### src/rtl/servo_pulse_decoder.sv
// Servo pulse-width decoder: measures the high time of an RC pulse and maps
// 1.0..2.0 ms onto an 8-bit position, rejecting glitches and overlong pulses.
module servo_pulse_decoder #(
  parameter int unsigned MIN_CYCLES     = 25000,
  parameter int unsigned STEP_CYCLES    = 98,
  parameter int unsigned GLITCH_CYCLES  = 12500,
  parameter int unsigned MAX_CYCLES     = 62500,
  parameter int unsigned TIMEOUT_CYCLES = 750000
) (
  input  logic       clk,
  input  logic       rst_n,
  input  logic       pulse_in,
  output logic [7:0] pos,
  output logic       pos_valid,
  output logic       pos_strobe,
  output logic       err
);

  localparam logic [19:0] MIN_C    = 20'(MIN_CYCLES);
  localparam logic [19:0] STEP_C   = 20'(STEP_CYCLES);
  localparam logic [19:0] GLITCH_C = 20'(GLITCH_CYCLES);
  localparam logic [19:0] MAX_C    = 20'(MAX_CYCLES);
  localparam logic [19:0] TO_C     = 20'(TIMEOUT_CYCLES);

  typedef enum logic [1:0] {
    WAIT_LOW  = 2'd0,
    WAIT_RISE = 2'd1,
    MEASURE   = 2'd2
  } state_t;

  state_t      state_r;
  logic [2:0]  sync_r;     // [0],[1] synchronizer, [2] previous synced value
  logic [1:0]  fill_r;     // synchronizer holds genuine samples once both bits set
  logic [19:0] hi_cnt_r;
  logic [19:0] sub_cnt_r;
  logic [19:0] step_cnt_r;
  logic [19:0] to_cnt_r;
  logic [7:0]  pos_r;
  logic        pos_valid_r;
  logic        pos_strobe_r;
  logic        err_r;

  logic synced_s;
  logic rise_s;

  assign synced_s = sync_r[1];
  assign rise_s   = sync_r[1] & ~sync_r[2];

  // Synchronizer, timeout counter and measurement FSM with registered outputs.
  always_ff @(posedge clk or negedge rst_n) begin
    if (!rst_n) begin
      state_r      <= WAIT_LOW;
      sync_r       <= 3'b000;
      fill_r       <= 2'b00;
      hi_cnt_r     <= 20'd0;
      sub_cnt_r    <= 20'd0;
      step_cnt_r   <= 20'd0;
      to_cnt_r     <= 20'd0;
      pos_r        <= 8'd0;
      pos_valid_r  <= 1'b0;
      pos_strobe_r <= 1'b0;
      err_r        <= 1'b0;
    end else begin
      sync_r       <= {sync_r[1:0], pulse_in};
      fill_r       <= {fill_r[0], 1'b1};
      pos_strobe_r <= 1'b0;
      err_r        <= 1'b0;

      // Timeout runs freely; an accept below overrides it in the same cycle.
      if (to_cnt_r != TO_C) begin
        to_cnt_r <= to_cnt_r + 20'd1;
        if (to_cnt_r == (TO_C - 20'd1)) begin
          pos_valid_r <= 1'b0;
        end else begin
          pos_valid_r <= pos_valid_r;
        end
      end else begin
        to_cnt_r    <= to_cnt_r;
        pos_valid_r <= 1'b0;
      end

      case (state_r)
        WAIT_LOW: begin
          if (fill_r[1] && !synced_s) begin
            state_r <= WAIT_RISE;
          end else begin
            state_r <= WAIT_LOW;
          end
        end

        WAIT_RISE: begin
          if (rise_s) begin
            hi_cnt_r   <= 20'd0;
            sub_cnt_r  <= 20'd0;
            step_cnt_r <= 20'd0;
            state_r    <= MEASURE;
          end else begin
            state_r <= WAIT_RISE;
          end
        end

        MEASURE: begin
          if (synced_s) begin
            hi_cnt_r <= hi_cnt_r + 20'd1;
            if ((hi_cnt_r + 20'd1) == MAX_C) begin
              err_r   <= 1'b1;
              state_r <= WAIT_LOW;
            end else begin
              state_r <= MEASURE;
            end
            if (hi_cnt_r >= MIN_C) begin
              if (sub_cnt_r == (STEP_C - 20'd1)) begin
                sub_cnt_r <= 20'd0;
                if (step_cnt_r != 20'd255) begin
                  step_cnt_r <= step_cnt_r + 20'd1;
                end else begin
                  step_cnt_r <= step_cnt_r;
                end
              end else begin
                sub_cnt_r <= sub_cnt_r + 20'd1;
              end
            end else begin
              sub_cnt_r <= sub_cnt_r;
            end
          end else begin
            if (hi_cnt_r < GLITCH_C) begin
              err_r <= 1'b1;
            end else begin
              pos_r        <= step_cnt_r[7:0];
              pos_strobe_r <= 1'b1;
              pos_valid_r  <= 1'b1;
              to_cnt_r     <= 20'd0;
            end
            state_r <= WAIT_RISE;
          end
        end

        default: begin
          state_r <= WAIT_LOW;
        end
      endcase
    end
  end

  assign pos        = pos_r;
  assign pos_valid  = pos_valid_r;
  assign pos_strobe = pos_strobe_r;
  assign err        = err_r;

endmodule

### config.mk
export PLATFORM = sky130hd
export DESIGN_NAME = servo_pulse_decoder
export DESIGN_NICKNAME = d
export VERILOG_FILES = /design/src/rtl/servo_pulse_decoder.sv
export SDC_FILE = /design/constraint.sdc
export NUM_CORES = 1
export LEC_CHECK = 0
export BUFFER_PORTS_ARGS = -buffer_cell sky130_fd_sc_hd__buf_2
export CAP_MARGIN = 25
export CORE_ASPECT_RATIO = 0.7
export CORE_UTILIZATION = 60
export CTS_CLUSTER_DIAMETER = 200
export DETAILED_ROUTE_END_ITERATION = 10
export HOLD_SLACK_MARGIN = 0.12
export PLACE_DENSITY = 0.77
export SLEW_MARGIN = 10
export SYNTH_ARGS = -nofsm -noshare
export SYNTH_HDL_FRONTEND = slang
export SYNTH_SLANG_ARGS = --single-unit
export TNS_END_PERCENT = 5
### constraint.sdc
create_clock -name clk -period 6.55 [get_ports clk]
set_input_delay 0.655 -clock clk [delete_from_list [all_inputs] [get_ports clk]]
set_output_delay 0.655 -clock clk [all_outputs]
set_load 0.02 [all_outputs]
# ---- Yosys cells after proc, flatten, opt, wreduce, memory -nomap -nowiden
# Index checks and enable logic that the tools add are counted.
dict set report totals {
  reg_bits 98
  input_bits 3
  output_inout_bits 11
  word_cells 74
}
dict set report classes {
  n_addsub 4
  n_lt_le_gt_ge 2
  n_eq_ne 12
  mux 33
  n_bitwise 4
  n_reduce_logical 8
}
# op count
set ops {}
lappend ops {{2-to-1 mux 20 bit} 13}
lappend ops {{case mux 20 bit (2 select lines)} 3}
lappend ops {{adder 20 x 1 -> 20 bit, second input constant} 4}
lappend ops {{== test 20 x 16 -> 1 bit, second input constant} 1}
lappend ops {{== test 20 bit, second input constant} 1}
lappend ops {{== test 20 x 7 -> 1 bit, second input constant} 1}
lappend ops {{greater-or-equal comparator 20 x 15 -> 1 bit, second input constant} 1}
lappend ops {{< comparator 20 x 14 -> 1 bit, second input constant} 1}
lappend ops {{!= test 20 bit, second input constant} 1}
lappend ops {{!= test 20 x 8 -> 1 bit, second input constant} 1}
lappend ops {{2-to-1 mux 1 bit} 13}
lappend ops {{!= test 2 bit, second input constant} 5}
lappend ops {{2-to-1 mux 2 bit} 3}
lappend ops {{case mux 2 bit (3 select lines)} 1}
lappend ops {{AND reduction 3 bit} 2}
lappend ops {{AND reduction 6 bit} 1}
lappend ops {{AND reduction 4 bit} 1}
lappend ops {{inverter 1 bit} 3}
lappend ops {{== test 2 x 1 -> 1 bit, second input constant} 1}
lappend ops {{== test 2 bit, second input constant} 1}
lappend ops {{zero test 2 bit} 1}
lappend ops {{nonzero test 2 bit} 1}
lappend ops {{bitwise AND 1 bit} 1}
lappend ops {{logical AND 1 bit} 1}
lappend ops {{zero test 1 bit} 1}

# ---- Logic depth before layout (Yosys ltp)
dict set report logic_depth {
  depth_word 6
  mapped_depth 9
}

# ---- Worst setup path before layout
# OpenSTA, ideal clock, no wires.
dict set report synth_timing {
  path_type {register -> register}
  from {register sub_cnt_r[15]}
  to {register step_cnt_r[7]}
  arrival_ns 2.175
  required_time_ns 6.431
  slack_ns 4.256
  stages_incl_launch_ff 9
  period_less_slack_ns 2.294
  cell_sequence {dfrtp_1 or4_4 nor4_4 a41o_1 buf_6 o2111ai_4 buf_6 o31a_1 o21a_1}
}
dict set report synth_between {
  elab_chain_cells 3
}
# element line
set synth_rtl {}
lappend synth_rtl {{start, declared} 35} ;# logic [19:0] sub_cnt_r;
lappend synth_rtl {{start signal, assigned} 120} ;# sub_cnt_r <= sub_cnt_r + 20'd1;
lappend synth_rtl {{start signal, assigned} 123} ;# sub_cnt_r <= sub_cnt_r;
lappend synth_rtl {{== test 20 x 7 -> 1 bit} 112} ;# if (sub_cnt_r == (STEP_C - 20'd1)) begin
lappend synth_rtl {{!= test 2 bit (no source line)} --}
lappend synth_rtl {{AND reduction 6 bit (no source line)} --}
lappend synth_rtl {{end signal, assigned} 115} ;# step_cnt_r <= step_cnt_r + 20'd1;
lappend synth_rtl {{end signal, assigned} 117} ;# step_cnt_r <= step_cnt_r;
lappend synth_rtl {{end, declared} 36} ;# logic [19:0] step_cnt_r;
# No other way between the ends.
# A chain may end at the register's enable or synchronous reset.

# ---- Final worst setup path
dict set report layout_timing {
  from {register sub_cnt_r[15]}
  to {register step_cnt_r[17]}
}
# Same word-level chain as after synthesis.

==> impl_results.md <==
- Fin crit period: 3.29 ns
- Number of distinct standard cells referenced by the synthesized netlist: 62
- Placeable core region: 8720 sq um
- Met2 GRT Util: 40.6%
- Worst EP arrival: 3.56 ns
- Netlist area before placement: 5550 sq um
- Total DRC errors in the routed layout: 0
- Relative slew slack: 35.3%
- Number of sinks on the clock net: 98
- Yosys top cell area share: 44.2%
- CP Capture Type: flop
- # placed instances: 701
- Critical-path cell list: or4_4, nor4_4, a41oi_2, a211oi_2, and4_1, mux2i_1
- Req. time, crit path: 6.83 ns
- Most Crowded Layer GR: met1
- Worst hold-check path type: primary input to async pin
- Vias: 4583
- Ratio of final minimum period to clock period: 50.2%
- Top cells by area in the synthesized netlist: dfrtp_1 44%, nor2_1 4.5%, xnor2_1 4.4%, o21ai_0 3.6%, nand2_1 3.6%
- Final GP Congestion: 0.911
- GRT met3 Usage: 7.74%
- Starting utilization of the core area: 63.6%
- Standard cell with the maximum stage delay on the critical path: a211oi_2
- Gr ovfl total: 0
- Register area share after synthesis: 44.2%
- Most frequent standard cell in the layout excluding fill and tap cells: dfrtp_1
- Commonest cells after routing, fill and taps aside: 98 x dfrtp_1, 66 x nor2_1, 53 x nand2_1
- Number of core rows: 28
- Net count after synthesis: 609
- Detailed Route WL: 12.5 mm
- Post-cts resize count: 0
- Clock slew at the register clock pins of the worst setup and hold paths: 0.07 ns
- Synth Instances: 598
- Syn-to-layout area delta: 7.64%
- Classification of the worst setup path: flop to flop
- Fraction of registers with async set or reset after synthesis: 100%
- Number of buffers and inverters on the critical path: 0
- Max-cap violations: 0
- Total of flip-flops plus latches after synthesis: 98
- Number of non-filler instances in the completed layout: 718
- EDFF count, synth: 0
- Die span in x: 117 microns
- Iteration-0 DRC Markers: 555
- Share of cells above drive strength 1: 9.87%
- Cell type contributing the most total cell area after synthesis: dfrtp_1
- Initial antenna violation count: 0
- Global-route wire length before repair: 21.0 mm
- Number of top-level pins: 14
- Sum of negative setup slack: 0 ns
- Placed wire-length estimate: 8.49 mm
- RSZ-0062 raised after global routing: no
- Mapped Avg Cell Area: 9.28 sq um
- Final number of setup-violating endpoints: 0
- Number of slew-limit violations in the final report: 0
- Worst Setup Slack, final: 3.26 ns
- Total count of hold-check failures in the final report: 0
- Setup Skew: 0.00669 ns
- Area of the die: 9650 sq um
- GRT Overall Usage: 28.7%
- Power per unit of standard cell area: 216 nW/um^2
- Crit path max fanout: 15
- Worst voltage drop across the vdd grid: 0.000179 V
- Remaining antenna violation count: 0
- Dpl ws: 3.29 ns
- Fmax achieved: 0.304 GHz
- Number of diodes: 0
- Result of the run: completed
- CTS tree: built
- First-pass iteration count of the detailed router: 7
- Filler cell count in the final layout: 679
- Cell at the root of the clock tree: clkbuf_16
- Total number of H-tree levels: 3
- Number of global-route vias before repair: 4232
- Mean routed wirelength per cell: 17.3 microns
- Dominant synthesized flop cell: dfrtp_1
- Number of warnings printed during yosys synthesis: 0
- Clock tree buffer depth: 2
- Final nets: 604
- CP Launch Type: flop
- Number of buffers created by CTS: 9
- Height of the chip: 82.5 microns
- Largest stage delay on the critical path: 0.98 ns
- Slew at the pin with the worst max-slew slack: 0.969 ns
- Ratio of routed vias to standard cells: 6.38
- Fraction of met1 tracks used by global routing: 43.1%
- Number of buffers added for setup after CTS: 0
- Port bufs: 13
- Leakage power: 2.43 nW
- Number of buffers added to fix hold violations after cts: 0
- Largest delay share family, worst path: compound AO/OA/AOI/OAI gates
- Largest net degree at the start of global routing: 65
- Worst skew pair latency: 0.35 ns
[routing by layer]
layer	wire length [microns]	vias up
met1	6050	2206
li1	-	2163
met5	0	-
met3	1070	16
met4	162	0
met2	5180	198
[power by group]
group           total, W  switching, W  internal [W]
logic          0.0000861     0.0000647     0.0000214
registers       0.000629     0.0000142      0.000615
clock network   0.000578      0.000238      0.000340
[final cells by class]
type                            instances  area [sq um]  area share, %
Clock buffer                           10           229           3.83
Tap cell                              120           150           2.51
Inverter                               14          52.6          0.880
Timing Repair Buffer                   19           113           1.88
Clock inverter                          6          95.1           1.59
Sequential cell                        98          2450           41.0
Multi-Input combinational cell        451          2880           48.3
[synth_stat cells, types with 10 or more instances]
cell,n
a21oi_1,20
and3_1,10
buf_2,11
clkbuf_1,20
dfrtp_1,98
inv_1,14
nand2_1,53
nand3_1,39
nand4_1,20
nor2_1,66
nor3_1,10
nor4_1,15
o21ai_0,40
o31ai_1,18
xnor2_1,28
xor2_1,15
[final timing paths]
| check | from | end | slack, ns | cells after the start |
|---|---|---|---|---|
| worst max-delay path | sub_cnt_r[15] | step_cnt_r[17] | 3.26 | 6 |
| worst max register to register | sub_cnt_r[15] | step_cnt_r[17] | 3.26 | 6 |
| worst min register to register | sync_r[0] | sync_r[1] | 0.36 | 0 |
| worst min-delay path | rst_n | hi_cnt_r[9] | 0.24 | 1 |
| min in group clk | sync_r[0] | sync_r[1] | 0.36 | 0 |
| max in group asynchronous | rst_n | step_cnt_r[19] | 5.15 | 2 |
[worst register-to-register path, stage by stage (launching register included)]
cell and delay [ns]:
dfrtp_1 0.43, or4_4 0.54, nor4_4 0.26, a41oi_2 0.48
a211oi_2 0.98, and4_1 0.34, mux2i_1 0.18
[flip-flops by register name, summed over array words and instances (netlist names)]
register    cells
pos_valid       1
pos             8
hi_cnt_r       20
step_cnt_r     20
state_r         2
sub_cnt_r      20
to_cnt_r       20
err             1
pos_strobe      1
fill_r          2
sync_r          3
[per-stage QoR]
stage	hold slack [ns]	total power, W	utilization [%]	cell area [sq um]
after global placement	0.344	0.000721	64.7	5640
final	0.243	0.00129	68.5	5970
after floorplan	0.331	0.000696	-	5550
after CTS	0.255	0.00130	68.4	5970
after global routing	0.284	0.00134	68.5	5970
after detailed placement	0.345	0.000725	64.7	5640
[logic make-up (layout without fill, tap and decap cells)]
kind of cell	Yosys count	in the layout	share of synthesized area (%)
buf+inv	49	49	3.97
flops	98	98	44.2
compound gates	123	123	16.3
xor+xnor	43	43	6.79
simple gates	265	265	24.7
fa+ha+maj	8	8	1.80
mux	11	11	2.16
other cells	1	1	0.0676
No activity file was read; power rests on OpenSTA's default activity.
